$ cat src/rtl/mips_lsu.sv
// mips_lsu: load/store unit between the MIPS core and a byte-lane data memory.
// Byte/half/word loads and stores, sign/zero extension, sub-word stores as
// read-modify-write, configurable read latency and endianness.
// Ports: core side req_* / resp_* (valid/ready request, one-cycle response),
// memory side mem_addr, mem_data_in, mem_data_out, mem_write_en.
module mips_lsu #(
    parameter int MEM_LAT    = 1,
    parameter bit BIG_ENDIAN = 1'b1
) (
    input  logic            clk,
    input  logic            rst_b,
    input  logic            halted,
    input  logic            req_valid,
    output logic            req_ready,
    input  logic            req_write,
    input  logic [1:0]      req_size,
    input  logic            req_signed,
    input  logic [31:0]     req_addr,
    input  logic [31:0]     req_wdata,
    output logic            resp_valid,
    output logic [31:0]     resp_rdata,
    output logic            resp_err,
    output logic [31:0]     mem_addr,
    output logic [0:3][7:0] mem_data_in,
    input  logic [0:3][7:0] mem_data_out,
    output logic            mem_write_en
);

    localparam int CW = (MEM_LAT > 1) ? $clog2(MEM_LAT) : 1;
    localparam logic [CW-1:0] CNT_INIT = CW'(MEM_LAT - 1);

    typedef enum logic [1:0] {IDLE, RD_WAIT, WR, RESP} state_t;

    state_t          state_q, state_d;
    logic            write_q, write_d;
    logic [1:0]      size_q, size_d;
    logic            signed_q, signed_d;
    logic [1:0]      off_q, off_d;
    logic [31:0]     wdata_q, wdata_d;
    logic [CW-1:0]   cnt_q, cnt_d;
    logic [31:0]     rdata_q, rdata_d;
    logic            err_q, err_d;
    logic [31:0]     mem_addr_q, mem_addr_d;
    logic [0:3][7:0] mem_data_in_q, mem_data_in_d;

    logic        accept;
    logic        misalign;
    logic [4:0]  pos;
    logic [31:0] rd_word;
    logic [31:0] rd_shift;
    logic [31:0] ext;
    logic [31:0] lane_mask;
    logic [31:0] merged;

    assign req_ready    = rst_b && (state_q == IDLE) && !halted;
    assign accept       = req_valid && req_ready;
    assign resp_valid   = (state_q == RESP);
    assign resp_rdata   = resp_valid ? rdata_q : 32'h0;
    assign resp_err     = resp_valid && err_q;
    assign mem_write_en = (state_q == WR);
    assign mem_addr     = mem_addr_q;
    assign mem_data_in  = mem_data_in_q;
    assign rd_word      = mem_data_out;

    always_comb begin
        misalign = 1'b0;
        case (req_size)
            2'd0:    misalign = 1'b0;
            2'd1:    misalign = req_addr[0];
            2'd2:    misalign = (req_addr[1:0] != 2'b00);
            default: misalign = 1'b1;
        endcase
    end

    // Bit position of the selected lane group inside the packed word.
    always_comb begin
        pos = 5'd0;
        case (size_q)
            2'd0:    pos = BIG_ENDIAN ? {~off_q, 3'b000} : {off_q, 3'b000};
            2'd1:    pos = BIG_ENDIAN ? {~off_q[1], 4'b0000}
                                      : {off_q[1], 4'b0000};
            default: pos = 5'd0;
        endcase
    end

    always_comb begin
        rd_shift  = rd_word >> pos;
        ext       = rd_shift;
        lane_mask = 32'hFFFF_FFFF;
        case (size_q)
            2'd0: begin
                ext       = {{24{signed_q & rd_shift[7]}}, rd_shift[7:0]};
                lane_mask = 32'h0000_00FF << pos;
            end
            2'd1: begin
                ext       = {{16{signed_q & rd_shift[15]}}, rd_shift[15:0]};
                lane_mask = 32'h0000_FFFF << pos;
            end
            default: begin
                ext       = rd_shift;
                lane_mask = 32'hFFFF_FFFF;
            end
        endcase
        merged = (rd_word & ~lane_mask) | ((wdata_q << pos) & lane_mask);
    end

    always_comb begin
        state_d       = state_q;
        write_d       = write_q;
        size_d        = size_q;
        signed_d      = signed_q;
        off_d         = off_q;
        wdata_d       = wdata_q;
        cnt_d         = cnt_q;
        rdata_d       = rdata_q;
        err_d         = err_q;
        mem_addr_d    = mem_addr_q;
        mem_data_in_d = mem_data_in_q;
        unique case (state_q)
            IDLE: begin
                if (accept) begin
                    write_d  = req_write;
                    size_d   = req_size;
                    signed_d = req_signed;
                    off_d    = req_addr[1:0];
                    wdata_d  = req_wdata;
                    rdata_d  = 32'h0;
                    err_d    = misalign;
                    if (misalign) begin
                        state_d = RESP;
                    end else begin
                        mem_addr_d = {req_addr[31:2], 2'b00};
                        cnt_d      = CNT_INIT;
                        if (req_write && req_size == 2'd2) begin
                            mem_data_in_d = req_wdata;
                            state_d       = WR;
                        end else begin
                            state_d = RD_WAIT;
                        end
                    end
                end
            end
            RD_WAIT: begin
                if (cnt_q == '0) begin
                    if (write_q) begin
                        mem_data_in_d = merged;
                        state_d       = WR;
                    end else begin
                        rdata_d = ext;
                        state_d = RESP;
                    end
                end else begin
                    cnt_d = cnt_q - 1'b1;
                end
            end
            WR:      state_d = RESP;
            RESP:    state_d = IDLE;
            default: state_d = IDLE;
        endcase
    end

    always_ff @(posedge clk or negedge rst_b) begin
        if (!rst_b) begin
            state_q       <= IDLE;
            write_q       <= 1'b0;
            size_q        <= 2'd0;
            signed_q      <= 1'b0;
            off_q         <= 2'd0;
            wdata_q       <= 32'h0;
            cnt_q         <= '0;
            rdata_q       <= 32'h0;
            err_q         <= 1'b0;
            mem_addr_q    <= 32'h0;
            mem_data_in_q <= '0;
        end else begin
            state_q       <= state_d;
            write_q       <= write_d;
            size_q        <= size_d;
            signed_q      <= signed_d;
            off_q         <= off_d;
            wdata_q       <= wdata_d;
            cnt_q         <= cnt_d;
            rdata_q       <= rdata_d;
            err_q         <= err_d;
            mem_addr_q    <= mem_addr_d;
            mem_data_in_q <= mem_data_in_d;
        end
    end

endmodule

$ cat config.mk
export PLATFORM = sky130hd
export DESIGN_NAME = mips_lsu
export DESIGN_NICKNAME = d
export VERILOG_FILES = /design/src/rtl/mips_lsu.sv
export SDC_FILE = /design/constraint.sdc
export NUM_CORES = 1
export LEC_CHECK = 0
export ABC_AREA = 0
export BUFFER_PORTS_ARGS = -buffer_cell sky130_fd_sc_hd__buf_2
export CAP_MARGIN = 40
export CORE_ASPECT_RATIO = 0.5
export CORE_MARGIN = 2
export CORE_UTILIZATION = 40
export DETAILED_ROUTE_END_ITERATION = 10
export PLACE_DENSITY_LB_ADDON = 0.3
export SYNTH_ARGS = -nofsm -noshare
export SYNTH_HDL_FRONTEND = slang
export SYNTH_SLANG_ARGS = --single-unit
$ cat constraint.sdc
create_clock -name clk -period 6.2 [get_ports clk]
set_input_delay 0 -clock clk [delete_from_list [all_inputs] [get_ports clk]]
set_output_delay 0 -clock clk [all_outputs]
set_load 0.005 [all_outputs]
==> impl_metrics.ini, run 1 <==
[route]
via_count = 6353
drt-pass1-iter-count = 5
viasPerCell = 5.36
routed.top_layer = met4
m1WireLength_um = 9390
wl_per_cell_um = 18.2
wirelength_um = 21600
drcViolationCount = 0
antenna_left = 0
drt_iter0_drc = 684
met3_wirelength_um = 1880
wl_met2_um = 10100

[critical_path]
slowest_stage = a21boi_1
path_buf_inv = 2
worst_setup_path_end_kind = flop
slowest_delay_ns = 0.73
cp-start-kind = flop
crit_chain = inv_1 > ha_1 > buf_4 > nor2b_1 > a21boi_1 > a22oi_1 > o21ai_0 > mux2_4
critical_path_class = reg -> reg
cp.required_ns = 6.55
crit_fanout = 43
crit_family = compound AO/OA/AOI/OAI gates
cp.arrival_ns = 3.26

[synthesis]
synth_top_cells_by_area = dfrtp_1 50%, nand2_1 8.3%, mux2_2 7.2%
synthXorXnorAreaFrac = 0
ys_seq_area_frac = 0.499
synth.most_common_cell = nand2_1
synth_edf_count = 0
synth_common_cells = 150 x nand2_1, 135 x dfrtp_1, 50 x o21ai_0, 43 x mux2_2
syn_area_per_cell_um2 = 10.0
synth_top_area_frac = 0.499
synth_top_area_cell = dfrtp_1
synth.distinct_cells = 52
synth-adder-area-share = 0.00924
yosys_warnings = 0
synthSimpleGateAreaFrac = 0.155
synth_cells = 677
syn_area_um2 = 6770
synth-compound-area-share = 0.169
synth_seq_cells = 135
synthMuxAreaShare = 0.127
synth_top_family_by_area = compound AO/OA/AOI/OAI gates
synthArstFlopShare = 1.00
synth_ff_type = dfrtp_1

[job]
maxCapViolCount = 0

[placed_design]
dp_hpwl_um = 14600
gp_congestion = 0.888
port_buffers = 201
pre_cts_slack_ns = 3.43

[timing]
timing.setup.tns_ns = 0
slew_violations = 0
setup-violations-final = 0
rsz0062_at_grt = false
report.final.hold_viol_count = 0
worstMarginPinSlew_ns = 0.908
period_share = 0.471
fin_crit_ns = 2.92
finClkSkew_ns = 0.0109
clock.fmax_mhz = 343
setup_ws_ns = 3.28
slew_headroom = 0.394

[clock_network]
cts_tree = done
htreeDepth = 4
cts_root_buffer = clkbuf_16
numCtsBuffers = 17
clk_pin_slew_ns = 0.06
clkLatencyLatePin_ns = 0.42
clockBufferDepth = 2
clock_sinks = 135
cts_resized = 0

[die]
core-area_um2 = 16500
die_x_um = 188
initial_core_util = 0.411
core.rowCount = 33
die_area_um2 = 18000
io_pins = 204
die_y_um = 96.0

[layout]
fillerInstances = 1441
area_growth_pct = 40.2
final_nets = 1056
final_layout_size_suffix_gt1_frac = 0.318
multiInputGateArea_um2 = 3130
ff_latch_area_um2 = 3380
antenna_cells = 0

[grt]
grt_max_degree = 81
track_usage = 0.247
grt_pass1_wl_um = 34500
grt_pass1_vias = 6354
overflow = 0
antenna_found_initial = 0

[worst_hold_path]
hold_class = in -> reg

[pwr]
irDropWorstVdd_mv = 0.259
leakagePower_nw = 4.77
power.density_nw_per_um2 = 504

[outcome]
status = finished clean
worst paths after layout:
check / startpoint / endpoint / slack [ns] / depth (start not counted)
min in group asynchronous: rst_b / mem_addr[5] / 0.20 / 2
max: state_q[1] / mem_data_in[14] / 3.28 / 8
max reg2reg: state_q[1] / mem_data_in[14] / 3.28 / 8
min: mem_data_out[12] / rdata_q[12] / 0.01 / 4
max in group asynchronous: rst_b / wdata_q[10] / 4.74 / 3
min reg2reg: rdata_q[15] / rdata_q[15] / 0.47 / 2
stage by stage:
stage,hold WS [ns],total power [W],std cells,instance area [µm²],utilization
final,0.0113,0.00479,1186,9490,0.576
after global routing,0.0310,0.00511,1186,9490,0.576
after CTS,0.000428,0.00476,1185,9480,0.575
after detailed placement,0.0861,0.00354,1068,7950,0.482
after global placement,0.0801,0.00347,1065,7920,0.481
after floorplan,-0.296,0.00285,678,6770,-
registers in the layout (all words and copies together), names as in the netlist:
| register | cells |
|---|---|
| off_q | 2 |
| mem_addr | 30 |
| state_q | 2 |
| wdata_q | 32 |
| rdata_q | 32 |
| write_q | 1 |
| size_q | 2 |
| signed_q | 1 |
| err_q | 1 |
| mem_data_in | 32 |
worst min-delay path: cells and delay by family:
family	cells	cell delay, ns
and+or+nand+nor	1	0.05
AOI/OAI and AO/OA	2	0.20
buffers and inverters	1	0.13
per-layer routing:
metal / track usage / vias to the layer above
li1: - / 2919
met1: 0.326 / 3124
met2: 0.401 / 284
met3: 0.0736 / 26
met4: 0.0702 / 0
met5: 0 / -
cell type report:
type | instances | share of cell area
repair buffers | 299 | 0.208
clock buffers | 19 | 0.0467
clock inverters | 12 | 0.0237
multi-input cells | 481 | 0.330
inverters | 13 | 0.00514
well taps | 227 | 0.0299
flip-flops and latches | 135 | 0.356
power breakdown:
part	switching, W	total, W	internal [W]
clock	0.000393	0.00116	0.000764
sequential	0.000291	0.00158	0.00129
combinational	0.00112	0.00205	0.000924
total	0.00181	0.00479	0.00298
cells by family (layout without fill, tap and decap cells):
| family | Yosys count | in the layout |
|---|---|---|
| and+or+nand+nor | 235 | 235 |
| AOI/OAI and AO/OA | 170 | 170 |
| DFF | 135 | 135 |
| muxes | 69 | 69 |
| buffers and inverters | 62 | 343 |
| adders and majority gates | 5 | 5 |
| other | 1 | 2 |
placed cells by master (no fill, tap or decap), types with 6 or more instances in the layout:
cell           instances
a221o_1                7
bufinv_16              6
mux4_2                 7
nor2_1                20
clkbuf_16             17
nor2b_1                9
a21o_1                13
nand2_1              150
mux2_2                43
a22o_1                 7
inv_1                 13
o21ai_1               10
buf_2                200
o21ai_0               50
a22oi_1               15
dfrtp_1              135
mux2i_1               13
a221oi_1              14
mux2_4                 6
a21oi_1               25
buf_4                 10
dlygate4sd3_1         86
and2_1                33
timing repair:
item | in CTS | in global routing
hold buffers | 86 | 0
setup buffers | 0 | 0
hold endpoints to repair | 169 | 0
Note: power is estimated with default switching activity, not from simulation.
==> run 2: changes to the inputs <==
ABC_AREA = 1   (was 0)
clock period = 2.8 ns   (was 6.2 ns; I/O delays follow)
==> impl_metrics.ini, run 2 <==
[clock_network]
clock_sinks = 135
clk_pin_slew_ns = 0.07
clockBufferDepth = 2
numCtsBuffers = 17
cts_root_buffer = clkbuf_16
clkLatencyLatePin_ns = 0.42
htreeDepth = 4
cts_tree = done

[timing]
period_share = 0.898
worstMarginPinSlew_ns = 0.855
report.final.hold_viol_count = 0
timing.setup.tns_ns = 0
clock.fmax_mhz = 398
slew_headroom = 0.430
slew_violations = 0
rsz0062_at_grt = false
setup-violations-final = 0
finClkSkew_ns = 0.0165
fin_crit_ns = 2.51

[worst_hold_path]
hold_class = in -> reg

[critical_path]
rrSetupSlack_ns = 0.29
critical_path_class = reg -> reg
worst_setup_path_end_kind = flop
cp.required_ns = 3.10
crit_fanout = 23
cp-start-kind = flop
cp.arrival_ns = 2.81

[die]
initial_core_util = 0.408
die_x_um = 197
io_pins = 204
die_y_um = 101
die_area_um2 = 19900
core-area_um2 = 18300
core.rowCount = 35

[placed_design]
gp_congestion = 0.954
dp_hpwl_um = 18000
dpl-instance-area_um2 = 8640
port_buffers = 201

[pwr]
total_power_w = 0.0112
swShare = 0.456
seqPwrFrac = 0.301
p_clk_frac = 0.202
switching_power_w = 0.00510
irDropWorstVdd_mv = 0.549
pwr-share-comb = 0.497
p_int_w = 0.00609
leakagePower_nw = 5.82
power.density_nw_per_um2 = 1120

[layout]
final_common_cell = nand2_1
fillerInstances = 1822
final_cell_mix = 472 x nand2_1, 200 x buf_2, 135 x dfrtp_1, 105 x inv_1, 89 x nand3_1
final_layout_size_suffix_gt1_frac = 0.197
area_growth_pct = 33.1
antenna_cells = 0
utilization = 0.543
final_nets = 1450
fin_area_um2 = 9960

[synthesis]
synth.most_common_cell = nand2_1
synth_ff_type = dfrtp_1
yosys_warnings = 0
syn_area_per_cell_um2 = 6.88
synth.distinct_cells = 34
synth_seq_cells = 135
synth_top_area_cell = dfrtp_1
synth_edf_count = 0
synth_cells = 1087
synth_top_cells_by_area = dfrtp_1 45%, nand2_1 24%, nand3_1 6.0%
syn_area_um2 = 7480
synth_common_cells = 472 x nand2_1, 135 x dfrtp_1, 105 x inv_1, 89 x nand3_1, 69 x nor2_1
synthArstFlopShare = 1.00
synth_top_area_frac = 0.451
ys_seq_area_frac = 0.451

[grt]
grt_pass1_wl_um = 40000
overflow = 0
grt_max_degree = 65
antenna_found_initial = 0
grt_pass1_vias = 7537
track_usage = 0.260

[route]
drt_iter0_drc = 764
drt-pass1-iter-count = 5
viasPerCell = 4.98
wl_per_cell_um = 15.9
via_count = 7945
antenna_left = 0
wirelength_um = 25400
drcViolationCount = 0

[job]
maxCapViolCount = 0

[outcome]
status = finished clean
run 2: changes by cell type in the layout (fill, tap and decap cells not counted), moves of 9 or more:
cell           change
mux2_2            -43
dlygate4sd3_1     -12
nand2_1          +322
inv_1             +92
mux2i_1           -13
a21oi_1           +15
a22oi_1           -15
nor2_1            +48
a221oi_1          -14
buf_4             +10
nor2b_1            -9
and2_1            -32
nand3_1           +89
a21o_1            -13
run 2: final cells by class:
class | count | area (µm²) | share of cell area
flip-flops and latches | 135 | 3380 | 0.339
multi-input cells | 782 | 3370 | 0.338
repair buffers | 295 | 1920 | 0.193
clock buffers | 21 | 460 | 0.0462
inverters | 110 | 413 | 0.0414
well taps | 240 | 300 | 0.0301
clock inverters | 11 | 124 | 0.0124
run 2: worst paths after layout:
kind                                        end  depth (start not counted)        startpoint
worst max register to register      rdata_q[13]                          8        state_q[0]
worst max-delay path                rdata_q[13]                          8        state_q[0]
worst min register to register     mem_addr[27]                          2      mem_addr[27]
worst min-delay path            mem_data_in[31]                          5  mem_data_out[31]
min in group asynchronous          mem_addr[27]                          2             rst_b
max in group asynchronous           rdata_q[21]                          3             rst_b
run 2: worst max-delay path, stage by stage, from the launching register on:
cell and delay (ns):
dfrtp_1 0.39, inv_1 0.11, ha_1 0.30, nand4_1 0.18, nand2_2 0.13, nand2_1 0.58
clkinv_1 0.45, nand2_1 0.18, nand2_1 0.06
run 2: metal layers:
metal,global-route usage,wire length (µm)
met1,0.365,11600
met5,0,0
met4,0.0908,578
met3,0.0572,1950
met2,0.398,11300
run 2: what timing repair did:
action                                 in CTS  in global routing
setup buffers                               0                  0
endpoints found under the hold margin     122                  0
hold buffers                               74                  0
gates resized for setup                     0                  0
run 2: metrics by stage:
| stage | std cells | setup WS (ns) | hold slack (ns) |
|---|---|---|---|
| 4_1_cts | 1594 | 0.351 | 0.00568 |
| 2_1_floorplan | 1088 | 1.13 | -0.296 |
| 5_1_grt | 1594 | 0.104 | 0.0313 |
| 6_report | 1594 | 0.286 | 0.0234 |
| 3_3_place_gp | 1487 | 0.515 | -0.0609 |
| 3_5_place_dp | 1488 | 0.373 | -0.0567 |
run 2: cell families after synthesis:
group	after synthesis	share of synthesized area
simple gates	647	0.351
other cells	1	0.000501
compound gates	128	0.0896
fa+ha+maj	5	0.00836
flops	135	0.451
buf+inv	171	0.0995
run 2: power groups by stage:
| stage | Combinational [W] | Clock (W) | Sequential, W |
|---|---|---|---|
| after floorplan | 0.00376 | 0 | 0.00324 |
| after global placement | 0.00524 | 0 | 0.00335 |
| after detailed placement | 0.00538 | 0 | 0.00337 |
| after CTS | 0.00549 | 0.00229 | 0.00336 |
| after global routing | 0.00626 | 0.00237 | 0.00346 |
| final | 0.00556 | 0.00226 | 0.00337 |
